**src/rtl/wr_arb_4ch.sv**
```systemverilog
// Round-robin arbiter merging four line-buffer write channels onto one DDR write port.
// Optional per-channel burst counters are enabled by defining WR_ARB_STAT_EN.
module wr_arb_4ch #(
  parameter int ADDR_WIDTH = 27,
  parameter int LEN_WIDTH  = 16,
  parameter int DQ_WIDTH   = 16
) (
  input  logic                        ddr_clk,
  input  logic                        ddr_rst,
  input  logic [3:0]                  ch_wreq,
  input  logic [4*ADDR_WIDTH-1:0]     ch_waddr,
  input  logic [4*LEN_WIDTH-1:0]      ch_wr_len,
  input  logic [4*8*DQ_WIDTH-1:0]     ch_wdata,
  output logic [3:0]                  ch_wrdy,
  output logic [3:0]                  ch_wdata_req,
  output logic [3:0]                  ch_wdone,
  output logic                        ddr_wreq,
  output logic [ADDR_WIDTH-1:0]       ddr_waddr,
  output logic [LEN_WIDTH-1:0]        ddr_wr_len,
  output logic [8*DQ_WIDTH-1:0]       ddr_wdata,
  input  logic                        ddr_wrdy,
  input  logic                        ddr_wdata_req,
  input  logic                        ddr_wdone,
  output logic [1:0]                  arb_gnt
`ifdef WR_ARB_STAT_EN
  ,
  input  logic                        stat_clr,
  output logic [63:0]                 ch_burst_cnt
`endif
);

  localparam int DW = 8 * DQ_WIDTH;

  typedef enum logic [1:0] {
    IDLE = 2'd0,
    REQ  = 2'd1,
    DATA = 2'd2
  } state_t;

  state_t     state;
  state_t     state_nxt;
  logic [1:0] gnt_nxt;

  // First requesting channel after the last grant; iterating downward lets the nearest win.
  function automatic logic [1:0] pick_next(input logic [3:0] req, input logic [1:0] last);
    logic [1:0] idx;
    pick_next = last;
    for (int k = 4; k >= 1; k--) begin
      idx = last + k[1:0];
      if (req[idx]) begin
        pick_next = idx;
      end else begin
        pick_next = pick_next;
      end
    end
  endfunction

  // Next-state and next-grant decision
  always_comb begin
    state_nxt = state;
    gnt_nxt   = arb_gnt;
    case (state)
      IDLE: begin
        if (ch_wreq != 4'b0000) begin
          state_nxt = REQ;
          gnt_nxt   = pick_next(ch_wreq, arb_gnt);
        end else begin
          state_nxt = IDLE;
        end
      end
      REQ: begin
        if (ddr_wdata_req) begin
          state_nxt = DATA;
        end else begin
          state_nxt = REQ;
        end
      end
      DATA: begin
        if (ddr_wdone) begin
          state_nxt = IDLE;
        end else begin
          state_nxt = DATA;
        end
      end
      default: state_nxt = IDLE;
    endcase
  end

  // State, grant and latched burst descriptor
  always_ff @(posedge ddr_clk) begin
    if (ddr_rst) begin
      state      <= IDLE;
      arb_gnt    <= 2'd3;
      ddr_wreq   <= 1'b0;
      ddr_waddr  <= {ADDR_WIDTH{1'b0}};
      ddr_wr_len <= {LEN_WIDTH{1'b0}};
    end else begin
      state    <= state_nxt;
      arb_gnt  <= gnt_nxt;
      ddr_wreq <= (state_nxt == REQ);
      if ((state == IDLE) && (ch_wreq != 4'b0000)) begin
        ddr_waddr  <= ch_waddr[gnt_nxt*ADDR_WIDTH +: ADDR_WIDTH];
        ddr_wr_len <= ch_wr_len[gnt_nxt*LEN_WIDTH +: LEN_WIDTH];
      end
    end
  end

  // Zero-latency return routing: the buffer steps its read pointer in the data-request cycle
  always_comb begin
    ch_wrdy      = 4'b0000;
    ch_wdata_req = 4'b0000;
    ch_wdone     = 4'b0000;
    if (state != IDLE) begin
      ch_wrdy[arb_gnt]      = ddr_wrdy;
      ch_wdata_req[arb_gnt] = ddr_wdata_req;
      if (state == DATA) begin
        ch_wdone[arb_gnt] = ddr_wdone;
      end else begin
        ch_wdone = 4'b0000;
      end
    end else begin
      ch_wrdy      = 4'b0000;
      ch_wdata_req = 4'b0000;
      ch_wdone     = 4'b0000;
    end
  end

  assign ddr_wdata = ch_wdata[arb_gnt*DW +: DW];

`ifdef WR_ARB_STAT_EN
  logic [3:0][15:0] burst_cnt;

  // Completed-burst counters, wrapping at 16 bits
  always_ff @(posedge ddr_clk) begin
    if (ddr_rst) begin
      burst_cnt <= {4{16'h0000}};
    end else if (stat_clr) begin
      burst_cnt <= {4{16'h0000}};
    end else begin
      for (int i = 0; i < 4; i++) begin
        if (ch_wdone[i]) begin
          burst_cnt[i] <= burst_cnt[i] + 16'd1;
        end
      end
    end
  end

  assign ch_burst_cnt = burst_cnt;
`endif

endmodule

```
**config.mk**
```make
export PLATFORM = sky130hd
export DESIGN_NAME = wr_arb_4ch
export DESIGN_NICKNAME = d
export VERILOG_FILES = /design/src/rtl/wr_arb_4ch.sv
export SDC_FILE = /design/constraint.sdc
export NUM_CORES = 1
export LEC_CHECK = 0
export CORE_AREA = 8 8 333 335
export CTS_CLUSTER_SIZE = 12
export DETAILED_ROUTE_END_ITERATION = 10
export DIE_AREA = 0 0 341 343
export GPL_TIMING_DRIVEN = 0
export SYNTH_ARGS = -nofsm -noshare
export SYNTH_HDL_FRONTEND = slang
export SYNTH_SLANG_ARGS = --single-unit
```
**constraint.sdc**
```tcl
create_clock -name ddr_clk -period 4.44 [get_ports ddr_clk]
set_input_delay 0.888 -clock ddr_clk [delete_from_list [all_inputs] [get_ports ddr_clk]]
set_output_delay 0.888 -clock ddr_clk [all_outputs]
set_load 0.005 [all_outputs]
```
==> impl_metrics.toml, run 1 <==
[outcome]
status = "complete, no violations"

[synth]
yosys.area.top_type = "mux4_2"
synthDistinctLibCells = 31
synth-simple-area-share = 0.108
synth_area_per_cell_um2 = 11.4
synth_top_family_by_area = "multiplexers"
synth-main-ff-cell = "dfxtp_1"
synth_top_area_frac = 0.461
yosysSeqAreaShare = 0.151
yosys_warnings = 0
yosys-top-cells-area = "mux4_2, dfxtp_1, mux2i_1"
synthAdderAreaFrac = 0.00789
synth_nets = 1255
synthTopCellsByCount = "mux4_2, dfxtp_1, nand2_1, mux2i_1, o21ai_0"
yosys.area_share.xor_xnor = 0
ys_ff_latch = 48
netlist_area_um2 = 6350
muxShareOfSynthArea = 0.539
ys_async_sr_fraction = 0
synth.most_common_cell = "mux4_2"
synth-edff-count = 0
netlist_instances = 558
synth_compound_area_frac = 0.143

[global_routing]
grt_pass1_wl_um = 122000
gr-usage-all-layers = 0.161
first_global_vias = 10575
antenna_found_initial = 89
grt_overflow = 0
grt_max_degree = 17

[power_and_ir_drop]
ir_drop_uv = 235
finalPower_uw = 5970
p_leak_uw = 0.00576
power_density_nw_per_um2 = 346

[sta]
fin_hold_ws_ns = 0.477
maxSlewHeadroom = 0.403
fin_crit_ns = 4.20
fin_worst_skew_ns = 0.00758
rsz0062_at_grt = "yes"
fmax_mhz = 238
worst_pin_slew_ns = 0.895
slew_violations = 0
setup_viol_count_final = 0
finalHoldViolations = 0
period_share = 0.945

[place]
gp_congestion = 0.952
port_buffers = 877
hpwl_um = 93500

[critical_path]
slowest_stage = "clkdlybuf4s50_1"
worstPathMaxFanout = 10
critPathRequiredTime_ns = 3.55
cp_top_family = "buffers and inverters"
worstPathCellList = "buf_6 -> clkbuf_2 -> clkdlybuf4s15_2 -> mux4_2 -> clkdlybuf4s50_1"
critPathLaunchType = "flop"
slowest_delay_ns = 0.68
cp.arrival_ns = 3.31
critPathKind = "flop to output port"
path_buf_inv = 4
end_kind = "output port"

[clocking]
clkLatencyLatePin_ns = 0.31
numCtsBuffers = 5
cts-htree-levels = 2
cts_sinks = 48
tritoncts = "built"
path_clk_slew_ns = 0.08
postCtsSetupRepairBufs = 0
clockBufferDepth = 2
root_buffer = "clkbuf_16"

[layout]
regArea_um2 = 961
nets = 2140
multi_input_area_um2 = 5090
num-fill-cells = 11940
area_growth_syn_to_layout_pct = 172
drive_gt1_frac = 0.128

[floorplan]
fp.dieW_um = 341
core_area_um2 = 106000
start_util = 0.0600
die_h_um = 343
die-area_um2 = 117000
rows = 120
io_pins = 879

[routing]
first_iter_violations = 598
drc = 0
ant_nets = 0
wl_met1_um = 37400
wl_um = 100000
routed.top_layer = "met5"
first_pass_iters = 5
wl_met2_um = 50000
viasPerCell = 3.38
dr_wl_met3_um = 10000
post_drt_wl_per_cell_um = 34.9
via_count = 9707

[hold_path]
worstHoldPathType = "flop to flop"

[flow_run]
cap_viol_max_count = 0
[tightest hold or removal path, stage by stage, from the launching register on]
cell	delay, ns
dfxtp_1	0.33
nand2_1	0.05
o211ai_1	0.06
[state kept, by name, summed over array words and instances, names as in the netlist]
name        count
ddr_waddr      27
ddr_wr_len     16
arb_gnt         2
state           2
ddr_wreq        1
[final cells by class]
| type | count | area share |
|---|---|---|
| clock buffer | 5 | 0.00725 |
| timing repair buffer | 878 | 0.509 |
| inverter | 3 | 0.000652 |
| antenna | 24 | 0.00348 |
| clock inverter | 3 | 0.00399 |
| tap | 1403 | 0.102 |
| multi-input combinational | 440 | 0.295 |
| sequential | 48 | 0.0557 |
| buffer | 67 | 0.0236 |
[cells by family (layout without fill, tap and decap cells)]
kind of cell | after synthesis | count (layout)
fa+ha+maj | 4 | 4
mux | 179 | 179
simple gates | 121 | 121
compound gates | 136 | 136
flops | 48 | 48
buf+inv | 70 | 956
other cells | 0 | 24
[report_power, final]
part	total [uW]	internal, uW	switching, uW
registers	658	577	80.8
logic	4780	2460	2330
clock network	529	326	203
[timing repair]
item / in CTS / in global routing
endpoints found under the setup margin: 171 / 10
hold buffers: 0 / 0
gates resized for setup: 32 / 7
hold endpoints to repair: 0 / 0
[per-layer routing]
layer / track usage / vias to the layer above
li1: - / 4098
met1: 0.180 / 4723
met2: 0.294 / 719
met3: 0.0629 / 131
met4: 0.0251 / 36
met5: 0 / -
[worst paths after layout]
check / start / to / slack, ns / depth (start not counted)
min reg2reg: ddr_waddr[21] / ddr_waddr[21] / 0.48 / 2
max reg2reg: arb_gnt[1] / ddr_waddr[7] / 0.30 / 13
max: arb_gnt[0] / ddr_wdata[22] / 0.24 / 5
min: ddr_waddr[21] / ddr_waddr[21] / 0.48 / 2
[per-stage QoR]
step	instance area, um2	cells	setup slack (ns)	TNS [ns]	utilization
after global routing	17200	2852	-0.000799	-0.000799	0.163
final	17300	2871	0.244	0	0.163
after CTS	17200	2847	0.0463	0	0.162
after detailed placement	16900	2839	-1.58	-73.96	0.160
after global placement	16900	2838	-2.30	-178.85	0.159
after floorplan	6350	558	1.20	0	-
[layout by cell type, fill, tap and decap left out, types with 6 or more instances in the layout]
cell             netlist  final
and2_1                12     12
buf_2                 14     15
buf_6                  6      6
clkbuf_1              33     27
clkdlybuf4s15_2        0      9
clkdlybuf4s50_1        0    877
dfxtp_1               48     48
diode_2                0     24
mux2i_1               46     42
mux4_2               130    130
nand2_1               48     48
nor3b_1               43     42
o211ai_1              42     42
o21a_1                42     42
o21ai_0               44     43
(Power assumes the default switching activity.)
==> run 2: changes to the inputs <==
RECOVER_POWER = 100   (was not set)
==> run 2 against run 1 <==
- clock power about the same
- register-to-register slack about the same
- combinational power decreased by 1%
- routed wire length about the same
- critical endpoint unchanged
- setup slack improved by 0.0039 ns
- critical path depth unchanged
- largest cell class unchanged
- global-route usage unchanged
- sequential cell count unchanged
- cell count about the same
- first-iteration DRC count decreased by 0.17%
- fmax about the same
- non-clock buffer count unchanged
==> impl_metrics.toml, run 2 (synthesis gave the netlist of run 1 again) <==
[outcome]
status = "complete, no violations"

[critical_path]
critPathKind = "flop to output port"
cp_top_family = "buffers and inverters"
slowest_stage = "clkdlybuf4s50_1"
critPathRequiredTime_ns = 3.55
cp.arrival_ns = 3.30
path_buf_inv = 4
slowest_delay_ns = 0.68
end_kind = "output port"
critPathLaunchType = "flop"
worstPathCellList = "buf_6 -> clkbuf_2 -> clkdlybuf4s15_2 -> mux4_2 -> clkdlybuf4s50_1"
worstPathMaxFanout = 10

[place]
gp_congestion = 0.952
hpwl_um = 93500
dp_cells = 2839
port_buffers = 877

[floorplan]
die_h_um = 343
rows = 120
fp.dieW_um = 341
core_area_um2 = 106000
start_util = 0.0600
die-area_um2 = 117000
io_pins = 879

[sta]
setup_viol_count_final = 0
finalHoldViolations = 0
fin_worst_skew_ns = 0.00741
period_share = 0.944
worst_pin_slew_ns = 0.895
fin_crit_ns = 4.19
maxSlewHeadroom = 0.403
slew_violations = 0
fmax_mhz = 239
fin_hold_ws_ns = 0.472
rsz0062_at_grt = "yes"

[global_routing]
grt-busiest-layer = "met2"
grt_max_degree = 17
antenna_found_initial = 90
gr-usage-met2 = 0.294
gr-usage-met3 = 0.0629
first_global_vias = 10575
grtUsageMet1 = 0.180
grt_overflow = 0
grt_pass1_wl_um = 122000
gr-usage-all-layers = 0.161

[layout]
top_register = "ddr_waddr"
num-fill-cells = 11940
drive_gt1_frac = 0.128
stdcell_count = 2873
area_growth_syn_to_layout_pct = 172
final_util = 0.163
final_common_cell = "clkdlybuf4s50_1"
final_cell_mix = "clkdlybuf4s50_1, mux4_2, nand2_1, dfxtp_1, dlygate4sd3_1"
largest_register_ffs = 27
top_regs = "ddr_waddr (27), ddr_wr_len (16)"
nets = 2140

[power_and_ir_drop]
power_density_nw_per_um2 = 342
p_leak_uw = 0.00587
ir_drop_uv = 232

[clocking]
path_clk_slew_ns = 0.08
cts_sinks = 48
hold_buffers = 0
tritoncts = "built"
cts_resized = 32
cts-htree-levels = 2
clockBufferDepth = 2
postCtsSetupRepairBufs = 0
numCtsBuffers = 5
clkLatencyLatePin_ns = 0.31
root_buffer = "clkbuf_16"

[routing]
ant_nets = 0
first_iter_violations = 597
drc = 0
via_count = 9709
viasPerCell = 3.38
wl_um = 100000
post_drt_wl_per_cell_um = 34.9
first_pass_iters = 5

[hold_path]
worstHoldPathType = "flop to flop"

[flow_run]
cap_viol_max_count = 0
==> run 2: metrics by stage <==
stage | setup WS [ns] | setup TNS (ns) | area, um2 | total power [uW]
after floorplan | 1.20 | 0 | 6350 | 2460
after global placement | -2.30 | -178.85 | 16900 | 5570
after detailed placement | -1.58 | -73.96 | 16900 | 5570
final | 0.248 | 0 | 17300 | 5910
after CTS | 0.0463 | 0 | 17200 | 6180
after global routing | -0.000798 | -0.000798 | 17200 | 6260
==> run 2: path summary, 6_finish.rpt <==
check / startpoint / endpoint / slack (ns) / depth (start not counted)
worst max register to register: arb_gnt[1] / ddr_waddr[7] / 0.30 / 13
worst min register to register: ddr_waddr[9] / ddr_waddr[9] / 0.47 / 2
worst min-delay path: ddr_waddr[9] / ddr_waddr[9] / 0.47 / 2
worst max-delay path: arb_gnt[0] / ddr_wdata[22] / 0.25 / 5
==> run 2: area by class of cell <==
type                       instances  area, um2  area share
clock buffer                       5        125     0.00725
multi-input combinational        440       5090       0.295
inverter                           3       11.3    0.000652
clock inverter                     3       68.8     0.00398
antenna                           26       65.1     0.00377
tap                             1403       1760       0.102
buffer                            67        408      0.0236
timing repair buffer             878       8790       0.509
sequential                        48        961      0.0556
==> run 2: tightest hold or removal path, delay by kind of cell, from the launching register on <==
family | cells | cell delay, ns
AND/OR/NAND/NOR | 1 | 0.05
AO/OA/AOI/OAI | 1 | 0.06
flip-flops | 1 | 0.33
==> run 2: routing by layer <==
| layer | up-vias | wire length (um) |
|---|---|---|
| li1 | 4105 | - |
| met5 | - | 241 |
| met2 | 718 | 50000 |
| met4 | 38 | 2500 |
| met1 | 4715 | 37400 |
| met3 | 133 | 9920 |
==> run 2: report_power, final <==
group	internal (uW)	switching (uW)	leakage, uW	total [uW]
clock network	326	203	0.0000946	529
registers	577	74.3	0.000397	651
logic	2410	2330	0.00538	4730
total	3310	2610	0.00587	5910
==> run 3: changes to the inputs <==
clock period = 3.9 ns   (was 4.44 ns; I/O delays follow)
==> run 3 against run 2 <==
- routed wire length is 0.17% higher
- total power increased by 13%
- register-to-register slack worse by 0.10 ns
- design area up 0.20%
- first-iteration DRC count shrank 0.67%
- global-route usage barely moved
- cell count shrank 0.10%
- via count increased by 0.78%
- combinational power up 13%
- clock skew increased by 0.00067 ns
- setup slack got worse by 0.090 ns
- critical path type unchanged
- largest cell class unchanged
- largest power group unchanged
==> impl_metrics.toml, run 3 (synthesis gave the netlist of run 1 again) <==
[sta]
fmax_mhz = 267
period_share = 0.959
fin_worst_skew_ns = 0.00808
finalHoldViolations = 0
slew_violations = 0
fin_ws_ns = 0.158
fin_crit_ns = 3.74
fin_hold_ws_ns = 0.472
worst_pin_slew_ns = 0.927
setup_viol_count_final = 0
maxSlewHeadroom = 0.382

[layout]
top_register = "ddr_waddr"
area_growth_syn_to_layout_pct = 173
largest_register_ffs = 27
nets = 2140
final_cell_mix = "clkdlybuf4s50_1, mux4_2, dlygate4sd3_1, nand2_1, dfxtp_1"
postLayoutCellArea_um2 = 17300
drive_gt1_frac = 0.136
final_common_cell = "clkdlybuf4s50_1"
top_regs = "ddr_waddr (27), ddr_wr_len (16)"
stdcell_count = 2870

[floorplan]
io_pins = 879
fp.dieW_um = 341
rows = 120
die-area_um2 = 117000
core_area_um2 = 106000
die_h_um = 343
start_util = 0.0600

[routing]
via_count = 9785
ant_nets = 0
first_iter_violations = 593
post_drt_wl_per_cell_um = 34.9
drc = 0
viasPerCell = 3.41
first_pass_iters = 5
wl_um = 100000

[place]
gp_congestion = 0.952
hpwl_um = 93500
place_area_um2 = 16900
dp_cells = 2839
port_buffers = 877
post-place-ws_ns = -2.12

[global_routing]
grt_max_degree = 17
antenna_found_initial = 90
first_global_vias = 10596
grt_overflow = 0
grt_pass1_wl_um = 122000
gr-usage-all-layers = 0.162

[clocking]
cts-htree-levels = 2
clkLatencyLatePin_ns = 0.32
numCtsBuffers = 5
tritoncts = "built"
hold_buffers = 0
clockBufferDepth = 2
path_clk_slew_ns = 0.08
root_buffer = "clkbuf_16"
cts_sinks = 48

[critical_path]
end_kind = "output port"
slowest_delay_ns = 0.66
critPathKind = "flop to output port"
cp_top_family = "buffers and inverters"
worstPathMaxFanout = 11
worstPathCellList = "buf_6 -> clkbuf_4 -> buf_2 -> mux4_2 -> dlygate4sd3_1"
path_buf_inv = 4
slowest_stage = "dlygate4sd3_1"
cp.arrival_ns = 2.96
critPathRequiredTime_ns = 3.12
critPathLaunchType = "flop"

[power_and_ir_drop]
ir_drop_uv = 271
finalPower_uw = 6700
p_leak_uw = 0.00593
power_density_nw_per_um2 = 387

[outcome]
status = "complete, no violations"

[hold_path]
worstHoldPathType = "flop to flop"

[flow_run]
cap_viol_max_count = 0
run 3: final timing paths:
check,start,end,slack [ns],depth (start not counted)
worst min register to register,ddr_waddr[9],ddr_waddr[9],0.47,2
worst max-delay path,arb_gnt[0],ddr_wdata[105],0.16,5
worst min-delay path,ddr_waddr[9],ddr_waddr[9],0.47,2
worst max register to register,arb_gnt[1],ddr_waddr[4],0.20,13
run 3: power breakdown:
part | internal [uW] | leakage (uW) | switching, uW
clock network | 371 | 0.0000946 | 235
registers | 657 | 0.000396 | 85.9
logic | 2690 | 0.00544 | 2670
run 3: layout make-up:
type | instances | area (um2)
inverter | 3 | 11.3
buffer | 67 | 415
clock inverter | 3 | 68.8
tap | 1403 | 1760
sequential | 48 | 962
multi-input combinational | 440 | 5120
antenna | 23 | 57.6
timing repair buffer | 878 | 8780
clock buffer | 5 | 125
fill | 11935 | 88500
run 3: per-layer routing:
metal	vias up	global-route usage	routed length, um
met1	4803	0.181	38100
met4	34	0.0273	1950
met3	123	0.0617	9270
met5	-	0	221
met2	716	0.293	50700
li1	4109	-	-
run 3: per-stage QoR:
stage                      util  TNS, ns
after detailed placement  0.160  -152.39
after global placement    0.159  -257.73
after global routing      0.163  -0.0272
after floorplan               -        0
after CTS                 0.163        0
final                     0.163        0
run 3: repair_timing:
action	in CTS	in global routing
resized for setup	85	4
setup endpoints to repair	179	14
setup buffers	0	0
run 3: worst register-to-register path, cell delays in order (launching register included):
cell and delay, ns:
dfxtp_2 0.39, clkbuf_8 0.22, clkbuf_16 0.25, clkbuf_8 0.24, inv_1 0.09, ha_1 0.41, mux4_2 0.32, nor2b_1 0.16
o22ai_2 0.21, or2_0 0.17, buf_6 0.18, buf_8 0.25, mux2i_2 0.56, o211ai_1 0.14
